===== config.mk =====
export PLATFORM = sky130hd
export DESIGN_NAME = pcie_pop_ctrl
export DESIGN_NICKNAME = d
export VERILOG_FILES = /design/src/rtl/pcie_pop_ctrl.sv
export SDC_FILE = /design/constraint.sdc
export NUM_CORES = 1
export LEC_CHECK = 0
export CAP_MARGIN = 40
export CORE_MARGIN = 2
export CORE_UTILIZATION = 49
export CTS_CLUSTER_DIAMETER = 60
export DETAILED_ROUTE_END_ITERATION = 10
export PLACE_DENSITY = 0.79
export REMOVE_ABC_BUFFERS = 1
export SLEW_MARGIN = 20
export SYNTH_ARGS = -nofsm -noshare
export SYNTH_HDL_FRONTEND = slang
export SYNTH_SLANG_ARGS = --single-unit

===== constraint.sdc =====
create_clock -name i_clk -period 2.41 [get_ports i_clk]
set_input_delay 0.6025 -clock i_clk [delete_from_list [all_inputs] [get_ports i_clk]]
set_output_delay 0.6025 -clock i_clk [all_outputs]
set_load 0.01 [all_outputs]

===== src/rtl/pcie_pop_ctrl.sv =====
// rtl/pcie_pop_ctrl.sv - round-robin pop controller for the two pcie_trans FIFOs with a 2-entry skid buffer
//
// Purpose: pops D0/D1 round-robin while buffer credit allows, captures each popped word one
//          cycle later into a 2-entry skid buffer, and streams it out tagged with its source lane.
// Ports:
//   i_clk, i_reset               clock, synchronous active-high reset
//   i_D0_can_pop, i_D1_can_pop   source FIFOs non-empty
//   i_data_in0, i_data_in1       source words, valid the cycle after the matching pop
//   i_ready_in                   downstream accepts o_data_out while o_valid_out is high
//   o_pop_D0, o_pop_D1           pop requests (combinational)
//   o_data_out, o_lane_out       head word of the skid buffer and its source lane
//   o_valid_out                  skid buffer non-empty
//   o_idle                       idle with nothing in flight and nothing buffered
//   o_cnt_D0, o_cnt_D1           delivered-word counters per lane (wrap)
module pcie_pop_ctrl #(
   parameter int BITNUMBER = 6,
   parameter int CNT_WIDTH = 8
) (
   input  logic                 i_clk,
   input  logic                 i_reset,
   input  logic                 i_D0_can_pop,
   input  logic                 i_D1_can_pop,
   input  logic [BITNUMBER-1:0] i_data_in0,
   input  logic [BITNUMBER-1:0] i_data_in1,
   input  logic                 i_ready_in,
   output logic                 o_pop_D0,
   output logic                 o_pop_D1,
   output logic [BITNUMBER-1:0] o_data_out,
   output logic                 o_lane_out,
   output logic                 o_valid_out,
   output logic                 o_idle,
   output logic [CNT_WIDTH-1:0] o_cnt_D0,
   output logic [CNT_WIDTH-1:0] o_cnt_D1
);

   typedef enum logic [1:0] {
      S_INIT   = 2'd0,
      S_IDLE   = 2'd1,
      S_ACTIVE = 2'd2
   } state_t;

   localparam logic [CNT_WIDTH-1:0] CNT_ONE = {{(CNT_WIDTH-1){1'b0}}, 1'b1};

   state_t               r_state;
   logic [1:0]           r_occ;
   logic                 r_head;
   logic                 r_tail;
   logic [BITNUMBER-1:0] r_mem [2];
   logic                 r_lane_mem [2];
   logic                 r_inflight;
   logic                 r_inflight_lane;
   logic                 r_last_grant;
   logic [CNT_WIDTH-1:0] r_cnt_D0;
   logic [CNT_WIDTH-1:0] r_cnt_D1;

   logic                 w_deq;
   logic                 w_enq;
   logic [2:0]           w_used;
   logic                 w_space_ok;
   logic                 w_pop_en;
   logic                 w_pop_D0;
   logic                 w_pop_D1;
   logic                 w_any_can;
   logic [BITNUMBER-1:0] w_enq_data;

   assign w_deq     = (r_occ != 2'd0) & i_ready_in;
   assign w_enq     = r_inflight;
   assign w_any_can = i_D0_can_pop | i_D1_can_pop;

   // Credit: occupied slots plus the word in flight, minus the slot freed this cycle,
   // must leave at least one slot for the word a new pop will deliver.
   assign w_used     = {1'b0, r_occ} + {2'b00, r_inflight};
   assign w_space_ok = w_used < (3'd2 + {2'b00, w_deq});

   // Pops are legal in IDLE too, so the first word goes out in the cycle can_pop rises.
   assign w_pop_en = ~i_reset & (r_state != S_INIT) & w_space_ok;

   // On a tie the lane that did not win last time gets the grant.
   assign w_pop_D0 = w_pop_en & i_D0_can_pop & (~i_D1_can_pop | r_last_grant);
   assign w_pop_D1 = w_pop_en & i_D1_can_pop & (~i_D0_can_pop | ~r_last_grant);

   assign w_enq_data = r_inflight_lane ? i_data_in1 : i_data_in0;

   always_ff @(posedge i_clk) begin
      if (i_reset) begin
         r_state         <= S_INIT;
         r_occ           <= 2'd0;
         r_head          <= 1'b0;
         r_tail          <= 1'b0;
         r_mem[0]        <= '0;
         r_mem[1]        <= '0;
         r_lane_mem[0]   <= 1'b0;
         r_lane_mem[1]   <= 1'b0;
         r_inflight      <= 1'b0;
         r_inflight_lane <= 1'b0;
         r_last_grant    <= 1'b1;
         r_cnt_D0        <= '0;
         r_cnt_D1        <= '0;
      end else begin
         case (r_state)
            S_INIT:   r_state <= S_IDLE;
            S_IDLE:   if (w_any_can) r_state <= S_ACTIVE;
            S_ACTIVE: if (!w_any_can && !r_inflight && r_occ == 2'd0) r_state <= S_IDLE;
            default:  r_state <= S_INIT;
         endcase

         r_inflight      <= w_pop_D0 | w_pop_D1;
         r_inflight_lane <= w_pop_D1;
         if (w_pop_D0 | w_pop_D1) r_last_grant <= w_pop_D1;

         if (w_enq) begin
            r_mem[r_tail]      <= w_enq_data;
            r_lane_mem[r_tail] <= r_inflight_lane;
            r_tail             <= ~r_tail;
         end

         if (w_deq) begin
            r_head <= ~r_head;
            if (r_lane_mem[r_head]) r_cnt_D1 <= r_cnt_D1 + CNT_ONE;
            else                    r_cnt_D0 <= r_cnt_D0 + CNT_ONE;
         end

         r_occ <= r_occ + {1'b0, w_enq} - {1'b0, w_deq};
      end
   end

   assign o_pop_D0    = w_pop_D0;
   assign o_pop_D1    = w_pop_D1;
   assign o_data_out  = r_mem[r_head];
   assign o_lane_out  = r_lane_mem[r_head];
   assign o_valid_out = (r_occ != 2'd0);
   assign o_idle      = (r_state == S_IDLE) & ~r_inflight & (r_occ == 2'd0);
   assign o_cnt_D0    = r_cnt_D0;
   assign o_cnt_D1    = r_cnt_D1;

endmodule


# --- After elaboration in Yosys (flattened, before gate mapping) ---
# Memories as Yosys holds them, arrays and structs flattened. A register that Yosys moved wholly into a read port is not among the register bits.
# Index checks and enable logic that the tools add are counted.
# W data, S select, Z words.
word_totals:
  ff_bits: 25
  ramBits: 14
  in_bits: 17
  elab_cells: 75
  n_memories: 2
op_classes:
  add_sub_neg: 6
  n_lt_le_gt_ge: 1
  eq_ne: 4
  muxes: 19
  n_bitwise: 21
  reduce_logical: 13
memory_table:
  columns: ["memory", "depth", "word_bits", "read_ports", "rd_ports_with_merged_regs", "write_ports", "line", "rtl"]
  rows:
  - ["r_mem", 2, 6, 1, 1, 2, "48", "logic [BITNUMBER-1:0] r_mem [2];"]
  - ["r_lane_mem", 2, 1, 1, 1, 2, "49", "logic r_lane_mem [2];"]
op_table:
  columns: ["op", "n"]
  rows:
  - ["$add A8 B1 Y8 const B", 2]
  - ["$mux W1", 14]
  - ["$mux W6", 2]
  - ["$and A1 B1 Y1", 9]
  - ["$not A1 Y1", 8]
  - ["$pmux W2 S3", 1]
  - ["$reduce_and A2 Y1", 3]
  - ["$reduce_or A6 Y1", 1]
  - ["$logic_not A2 Y1", 2]
  - ["$mux W2", 2]
  - ["$ne A2 B2 Y1 const B", 2]
  - ["$or A1 B1 Y1", 4]
  - ["$reduce_bool A2 Y1", 2]
  - ["$add A2 B1 Y3", 1]
  - ["$add A2 B1 Y3 const A", 1]
  - ["$lt A3 B3 Y1", 1]
  - ["$add A2 B1 Y2", 1]
  - ["$eq A2 B1 Y1 const B", 1]
  - ["$eq A2 B2 Y1 const B", 1]
  - ["$logic_and A1 B1 Y1", 2]
  - ["$logic_not A1 Y1", 2]
  - ["$sub A2 B1 Y2", 1]
  - ["$reduce_or A1 Y1", 1]

# --- Longest topological paths before layout ---
# Gate-level depths: netlist (run 1).
depth:
  depth_word: 8
  depth_mapped: 8
  ltp_nobuf: 8

# --- Worst setup path before layout (run 1) ---
# No wires, ideal clock.
synth_timing:
  kind: "input to output"
  start: "in i_reset"
  end: "out o_pop_D1"
  arrival_time_ns: 1.354
  t_required_ns: 1.808
  setup_slack_ns: 0.453
  cell_stages: 4
  path_buffers: 1
  path_cell_list: "clkbuf_1 > nor3_1 > nand3_1 > a21oi_1"
synth_via:
  elab_chain_cells: 5
synth_lines:
  columns: ["element", "line", "rtl"]
  rows:
  - ["from (decl)", "20", "input logic i_reset,"]
  - ["$not A1 Y1", "76", "assign w_pop_en = ~i_reset & (r_state != S_INIT) & w_space_ok;"]
  - ["$and A1 B1 Y1 (2 in a row)", "76", null]
  - ["$and A1 B1 Y1 (2 in a row)", "80", "assign w_pop_D1 = w_pop_en & i_D1_can_pop & (~i_D0_can_pop | ~r_last_grant);"]
  - ["to (decl)", "27", "output logic o_pop_D1,"]
# No other way between the ends.

# --- Final worst setup path (run 1) ---
layout_timing:
  start: "in i_ready_in"
  end: "out o_pop_D0"
layout_via:
  elab_chain_cells: 6
layout_lines:
  columns: ["element", "line", "rtl"]
  rows:
  - ["from (decl)", "25", "input logic i_ready_in,"]
  - ["$and A1 B1 Y1", "66", "assign w_deq = (r_occ != 2'd0) & i_ready_in;"]
  - ["$add A2 B1 Y3", "73", "assign w_space_ok = w_used < (3'd2 + {2'b00, w_deq});"]
  - ["$lt A3 B3 Y1", "73", null]
  - ["$and A1 B1 Y1", "76", null]
  - ["$and A1 B1 Y1 (2 in a row)", "79", "assign w_pop_D0 = w_pop_en & i_D0_can_pop & (~i_D1_can_pop | r_last_grant);"]
  - ["to (decl)", "26", "output logic o_pop_D0,"]
# No other way between the ends.

==> summary.txt, run 1 <==
Job
  • Max-Cap Viols: 0

Clock network
  • CTS tree: yes
  • Clock Root Buffer: clkbuf_8
  • Hold Buf Count CTS: 0
  • Clk buf depth: 2
  • Clock-pin slew on the worst setup and hold paths: 70 ps
  • Insertion delay to the later sink of the worst-skew pair: 290 ps
  • Setup Fix Bufs, Post-CTS: 0
  • # H-tree levels: 2
  • Num CTS Buffers: 5
  • CTS Sinks: 40

Placed design
  • GP Congestion: 0.7622
  • DP Area: 0.002409 mm^2
  • HPWL after detailed placement: 2.457 mm
  • Port buffer count: 43

Layout
  • Share of the core filled with cells: 68.87%
  • Post-route cell area: 0.002521 mm^2
  • Most common cell after layout, fill and taps aside: nor2_1
  • Final #Nets: 262
  • Antenna Cells: 0
  • Fill count: 284
  • Area growth syn-to-layout: 34.24%
  • Layout cells sized above 1: 13.75%
  • Commonest cells after routing, fill and taps aside: nor2_1 (42), clkdlybuf4s50_1 (39), dfxtp_1 (25), xnor2_1 (15), edfxtp_1 (14)

Routing
  • Post-route DRC: 0
  • Drt pass-1 iters: 4
  • Per-cell routed wire length: 12.85 um
  • DRT Wirelength: 3.702 mm
  • Post-route ant nets: 0
  • Avg Vias per Cell: 5.108
  • DRT iter0 DRCs: 98
  • Via count: 1471

Global routing
  • First-pass GRT wire length: 6.182 mm
  • Grt ovf: 0
  • Largest net degree at the start of global routing: 30
  • GR Util All Layers: 19.00%
  • Initial antenna violation count: 0
  • Vias in the first global route: 1434

Floorplanning
  • DIE AREA: 0.004344 mm^2
  • Number of cell rows: 22
  • Boundary pin count: 44
  • Initial Util: 51.30%
  • Die width: 65.91 um
  • DIE HEIGHT: 65.91 um
  • Core area: 0.003661 mm^2

Power and ir drop
  • Psw: 535.0 uW
  • Gate power share: 27.6%
  • Power Density: 749.1 mW/mm^2
  • Internal power: 1354 uW
  • Worst VDD drop: 422.4 uV
  • P_leak: 0.0009340 uW
  • Clock Power Share: 27.9%
  • Register share of total power: 44.5%
  • Sw Ratio: 28.33%

STA
  • Worst slew pin tran: 686.8 ps
  • Final setup fails: 0
  • Worst slew margin: 54.12%
  • Final min period: 2321 ps
  • Clk_skew: 3.146 ps
  • RSZ-0062 raised after global routing: false
  • Slew Limit Fails: 0
  • Final hold violations: 0
  • Final period util: 96.29%
  • Fmax: 430.9 MHz

Synthesis
  • Largest family of logic cells by synthesized area: simple AND/OR/NAND/NOR gates
  • Simple-Gate Fraction of Synth Area: 21.32%
  • Sequential element share of the synthesized area: 50.10%
  • Synthesized-area fraction occupied by adder cells: 3.997%
  • Syn Std Cell Area: 0.001878 mm^2
  • Seq cells post-synth: 40
  • Yosys warns: 0
  • Syn avg cell area: 10.10 um^2
  • Compound-gate portion of the synthesized area: 4.930%
  • Synth Area in XOR/XNOR: 7.928%
  • Synth unique cells: 34
  • Cell count after synthesis: 186
  • Post-synthesis mux area share: 7.995%

Critical path
  • Crit path capture: o_pop_D0
  • Crit path kind: in2out
  • Worst setup path startpoint: i_ready_in
  • Register-to-Register Path Depth: 9
  • RR Endpoint: r_occ[1]
  • Worst Path Max Fanout: 2
  • R2R Path Start: r_occ[1]
  • CP Capture Type: output port
  • Critical Path AT: 1720 ps
  • Worst reg-to-reg setup slack: 500 ps
  • Req. time, crit path: 1810 ps
  • Startpoint Class: primary input

Min path
  • Min-delay src: r_last_grant
  • Worst Hold Class: reg2reg

Run status
  • Outcome: completed
cells by family (layout without fill, tap and decap cells):
| logic type | after synthesis | after routing |
|---|---|---|
| and+or+nand+nor | 80 | 80 |
| DFF | 40 | 40 |
| buffers and inverters | 15 | 69 |
| xor gates and xnor gates | 17 | 17 |
| muxes | 13 | 13 |
| adders and majority gates | 6 | 6 |
| AOI/OAI and AO/OA | 15 | 15 |
state kept, by name, summed over array words and instances (netlist names), named ones only:
name / flops
o_cnt_D1: 8
o_cnt_D0: 8
r_occ: 2
r_last_grant: 1
r_head: 1
r_inflight_lane: 1
r_state: 2
r_mem: 12
r_lane_mem: 2
r_inflight: 1
r_tail: 1
stage by stage:
stage               worst slack [ps]  TNS (ps)  hold slack (ps)  total power, uW  cells
CTS                            16.92         0            499.1             1896    288
global route                   14.91         0            570.0             1979    288
detailed placement            -413.5    -764.6            481.9             1368    280
global placement              -401.0    -749.9            480.6             1359    280
finish                         89.31         0            503.4             1889    288
floorplan                      85.61         0            455.9             1128    179
timing repair:
action	CTS	global route
setup endpoints to repair	3	2
pin swaps	3	1
resized for setup	9	3
worst min-delay path by stage:
stage | end | slack, ps | cells past startpoint
finish | r_inflight_lane | 500 | 1
global route | r_inflight_lane | 570 | 1
floorplan | r_inflight_lane | 460 | 1
global placement | o_cnt_D0[7] | 480 | 2
detailed placement | r_inflight_lane | 480 | 1
CTS | r_inflight_lane | 500 | 1
critical path, stage by stage:
cell	delay (ps)
clkdlybuf4s50_1	450
o21ai_1	80
o21ai_2	150
nand2_1	90
nor2_1	110
clkdlybuf4s15_1	240
synthesized netlist by cell type, drive strengths merged:
master,number,area [um^2]
nor3,6,40.04
o41a,1,11.26
edfxtp,14,420.4
nand2,7,26.28
dfxtp,26,520.5
or2,1,6.260
buf,3,20.01
xor2,2,17.52
xnor2,15,131.4
ha,6,75.07
clkbuf,4,15.01
or3,1,6.260
a21oi,5,25.02
nor4,6,67.56
a2bb2oi,1,8.760
inv,8,35.04
o21ai,6,30.02
nor2,42,157.7
nand3b,1,7.510
mux2,6,67.56
nand4,3,18.77
nand3,9,45.04
o32a,1,10.01
nor2b,1,6.260
nand2b,3,18.77
mux2i,7,82.58
o21bai,1,7.510
power groups by stage:
stage          Clock [uW]  Combinational (uW)  Sequential [uW]
2_1_floorplan           0                 285              844
3_3_place_gp            0                 507              852
3_5_place_dp            0                 513              854
4_1_cts               533                 521              842
5_1_grt               557                 572              850
6_report              527                 521              841
layer usage:
layer,global-route usage (%),routed length (um),vias up
met5,0,0,-
met3,4.940,200,7
li1,-,-,742
met4,10.94,95,0
met2,33.08,1848,32
met1,20.72,1558,690
final cells by class:
class,instances,area (um^2),area share [%]
Multi-Input combinational cell,131,875.8,34.74
Timing Repair Buffer,53,501.7,19.90
Sequential cell,40,942.2,37.37
Clock buffer,5,68.82,2.730
Inverter,8,35.03,1.390
Clock inverter,3,37.54,1.489
Tap cell,48,60.06,2.382
(Power assumes the default switching activity.)
==> inputs of run 2 (changes only) <==
HOLD_SLACK_MARGIN = 0.05   (was unset)
PLACE_DENSITY = 0.83   (was 0.79)
==> run 2 against run 1 <==
Against the previous run: clock-buffer cell count stayed put; non-clock buffer count increased by 2; first-iteration DRC count down 31%; critical path depth grew 1; sequential cell count unchanged; global-route usage down 0.71 points; sequential share of layout area stayed put; die area is the same; cell count rose by 0.69%; clock power decreased by 20%; critical endpoint is now o_pop_D1; largest power group unchanged.
==> summary.txt, run 2 (synthesized netlist as in run 1, its figures left out) <==
Clock network
  • CTS tree: yes
  • CTS Sinks: 40 (unchanged)
  • Clock-pin slew on the worst setup and hold paths: 80 ps (about the same)
  • Clock Root Buffer: clkbuf_8
  • # H-tree levels: 2 (unchanged)
  • Num CTS Buffers: 5 (unchanged)
  • Insertion delay to the later sink of the worst-skew pair: 290 ps (about the same)
  • Clk buf depth: 2 (unchanged)

STA
  • Final min period: 2305 ps (-15.78 ps)
  • Hold Slack: 519.4 ps (+16.00 ps)
  • RSZ-0062 raised after global routing: false
  • Final hold violations: 0 (unchanged)
  • Final setup fails: 0 (unchanged)
  • Final period util: 95.64% (-0.65 points)
  • Worst slew margin: 55.68% (+1.6 points)
  • Fmax: 433.9 MHz (+0.68%)
  • Clk_skew: 3.407 ps (+0.2607 ps)
  • Slew Limit Fails: 0 (unchanged)
  • Worst slew pin tran: 663.4 ps (-23.38 ps)

Placed design
  • Port buffer count: 43 (unchanged)
  • HPWL after detailed placement: 2.509 mm (+2.1%)
  • GP Congestion: 0.8135 (+6.7%)
  • DP Area: 0.002416 mm^2 (+0.31%)

Floorplanning
  • Die width: 65.91 um (unchanged)
  • Number of cell rows: 22 (unchanged)
  • Boundary pin count: 44 (unchanged)
  • Core area: 0.003661 mm^2 (unchanged)
  • DIE HEIGHT: 65.91 um (unchanged)
  • DIE AREA: 0.004344 mm^2 (unchanged)
  • Initial Util: 51.30% (unchanged)

Layout
  • Area growth syn-to-layout: 34.24% (unchanged)
  • Reg with most FFs: r_mem
  • Most common cell after layout, fill and taps aside: nor2_1
  • Multi-input gate area: 888.4 um^2 (+1.4%)
  • Fill count: 290 (+2.1%)
  • Antenna Cells: 0 (unchanged)
  • Reg area: 942.2 um^2 (unchanged)
  • Commonest cells after routing, fill and taps aside: nor2_1 (42), clkdlybuf4s50_1 (40), dfxtp_1 (25), xnor2_1 (15), edfxtp_1 (14)
  • Largest register FFs: 12 (unchanged)
  • Final #Nets: 264 (+0.76%)
  • Post-route cell area: 0.002521 mm^2 (unchanged)
  • Layout cells sized above 1: 16.53% (+2.8 points)

Global routing
  • GR Util All Layers: 18.29% (-0.71 points)
  • Initial antenna violation count: 0 (unchanged)
  • Vias in the first global route: 1326 (-7.5%)
  • Grt ovf: 0 (unchanged)
  • Largest net degree at the start of global routing: 30 (unchanged)
  • First-pass GRT wire length: 5.954 mm (-3.7%)

Critical path
  • Worst Path Max Fanout: 2 (unchanged)
  • R2R Path Start: r_occ[0]
  • CP Capture Type: output port
  • Critical Path AT: 1700 ps (-20 ps)
  • Worst reg-to-reg setup slack: 530 ps (+30 ps)
  • Req. time, crit path: 1810 ps (about the same)
  • Worst setup path startpoint: i_ready_in
  • Crit path kind: in2out
  • Startpoint Class: primary input

Power and ir drop
  • P_leak: 0.0009355 uW (+0.16%)
  • Power Density: 716.3 mW/mm^2 (-4.4%)
  • Worst VDD drop: 490.5 uV (+16%)

Routing
  • Post-route DRC: 0 (unchanged)
  • Drt pass-1 iters: 4 (unchanged)
  • Via count: 1493 (+1.5%)
  • Post-route ant nets: 0 (unchanged)
  • Per-cell routed wire length: 12.22 um (-4.9%)
  • DRT iter0 DRCs: 68 (-31%)
  • DRT Wirelength: 3.544 mm (-4.3%)
  • Avg Vias per Cell: 5.148 (+0.80%)

Job
  • Max-Cap Viols: 0 (unchanged)

Min path
  • Min-delay src: r_head
  • Worst Hold Class: reg2reg

Run status
  • Outcome: completed
## run 2: changes by cell type in the layout (fill, tap and decap cells not counted), sizes merged
cell           previous run  this run
clkdlybuf4s15             1         0
dlygate4sd2               1         0
clkinv                    2         3
clkdlybuf4s50            39        40
clkbuf                    5         6
buf                      11        13
bufinv                    1         0
## run 2: worst max-delay path: stages
cell and delay, ps:
clkdlybuf4s50_1 470, o21ai_2 60, o21ai_2 130, buf_4 130
nand3_2 80, a21oi_2 100, buf_2 130
## run 2: cell type report
class	count	share of cell area, %
multi-input combinational	131	35.24
clock buffer	5	2.730
sequential	40	37.37
timing repair buffer	55	20.35
clock inverter	3	0.5459
inverter	8	1.390
tap	48	2.382
## run 2: per-layer routing
metal / track usage [%] / wire length, um
met5: 0 / 0
met2: 29.55 / 1717
met1: 22.40 / 1601
met4: 10.94 / 85
met3: 3.748 / 139
## run 2: repair_timing
| action | CTS | global route |
|---|---|---|
| gates resized for setup | 8 | 7 |
| setup endpoints to repair | 3 | 3 |
| cloned | 0 | 0 |
| hold buffers | 0 | 0 |
| pin swaps | 1 | 2 |
| buffers inserted | 1 | 0 |
## run 2: power breakdown
group          internal (uW)  leakage [uW]  total, uW  switching [uW]
clock                    196     0.0000453        423             227
sequential               770      0.000357        840            70.7
combinational            298      0.000533        543             245
total                   1260      0.000936       1810             542
## run 2: through the flow
| step | worst slack, ps | total power (uW) | util, % | TNS, ps | cells |
|---|---|---|---|---|---|
| detailed placement | -379.6 | 1379 | 65.99 | -701.2 | 281 |
| global placement | -382.0 | 1363 | 65.99 | -701.3 | 281 |
| CTS | 7.792 | 1808 | 68.46 | 0 | 290 |
| floorplan | 85.61 | 1128 | - | 0 | 179 |
| global route | 23.10 | 1907 | 68.87 | 0 | 290 |
| finish | 105.1 | 1806 | 68.87 | 0 | 290 |
## run 2: path summary, 6_finish.rpt
path,endpoint,depth (start not counted)
worst min register to register,r_head,2
worst max-delay path,o_pop_D1,7
worst max register to register,r_occ[1],10
worst min-delay path,r_head,2
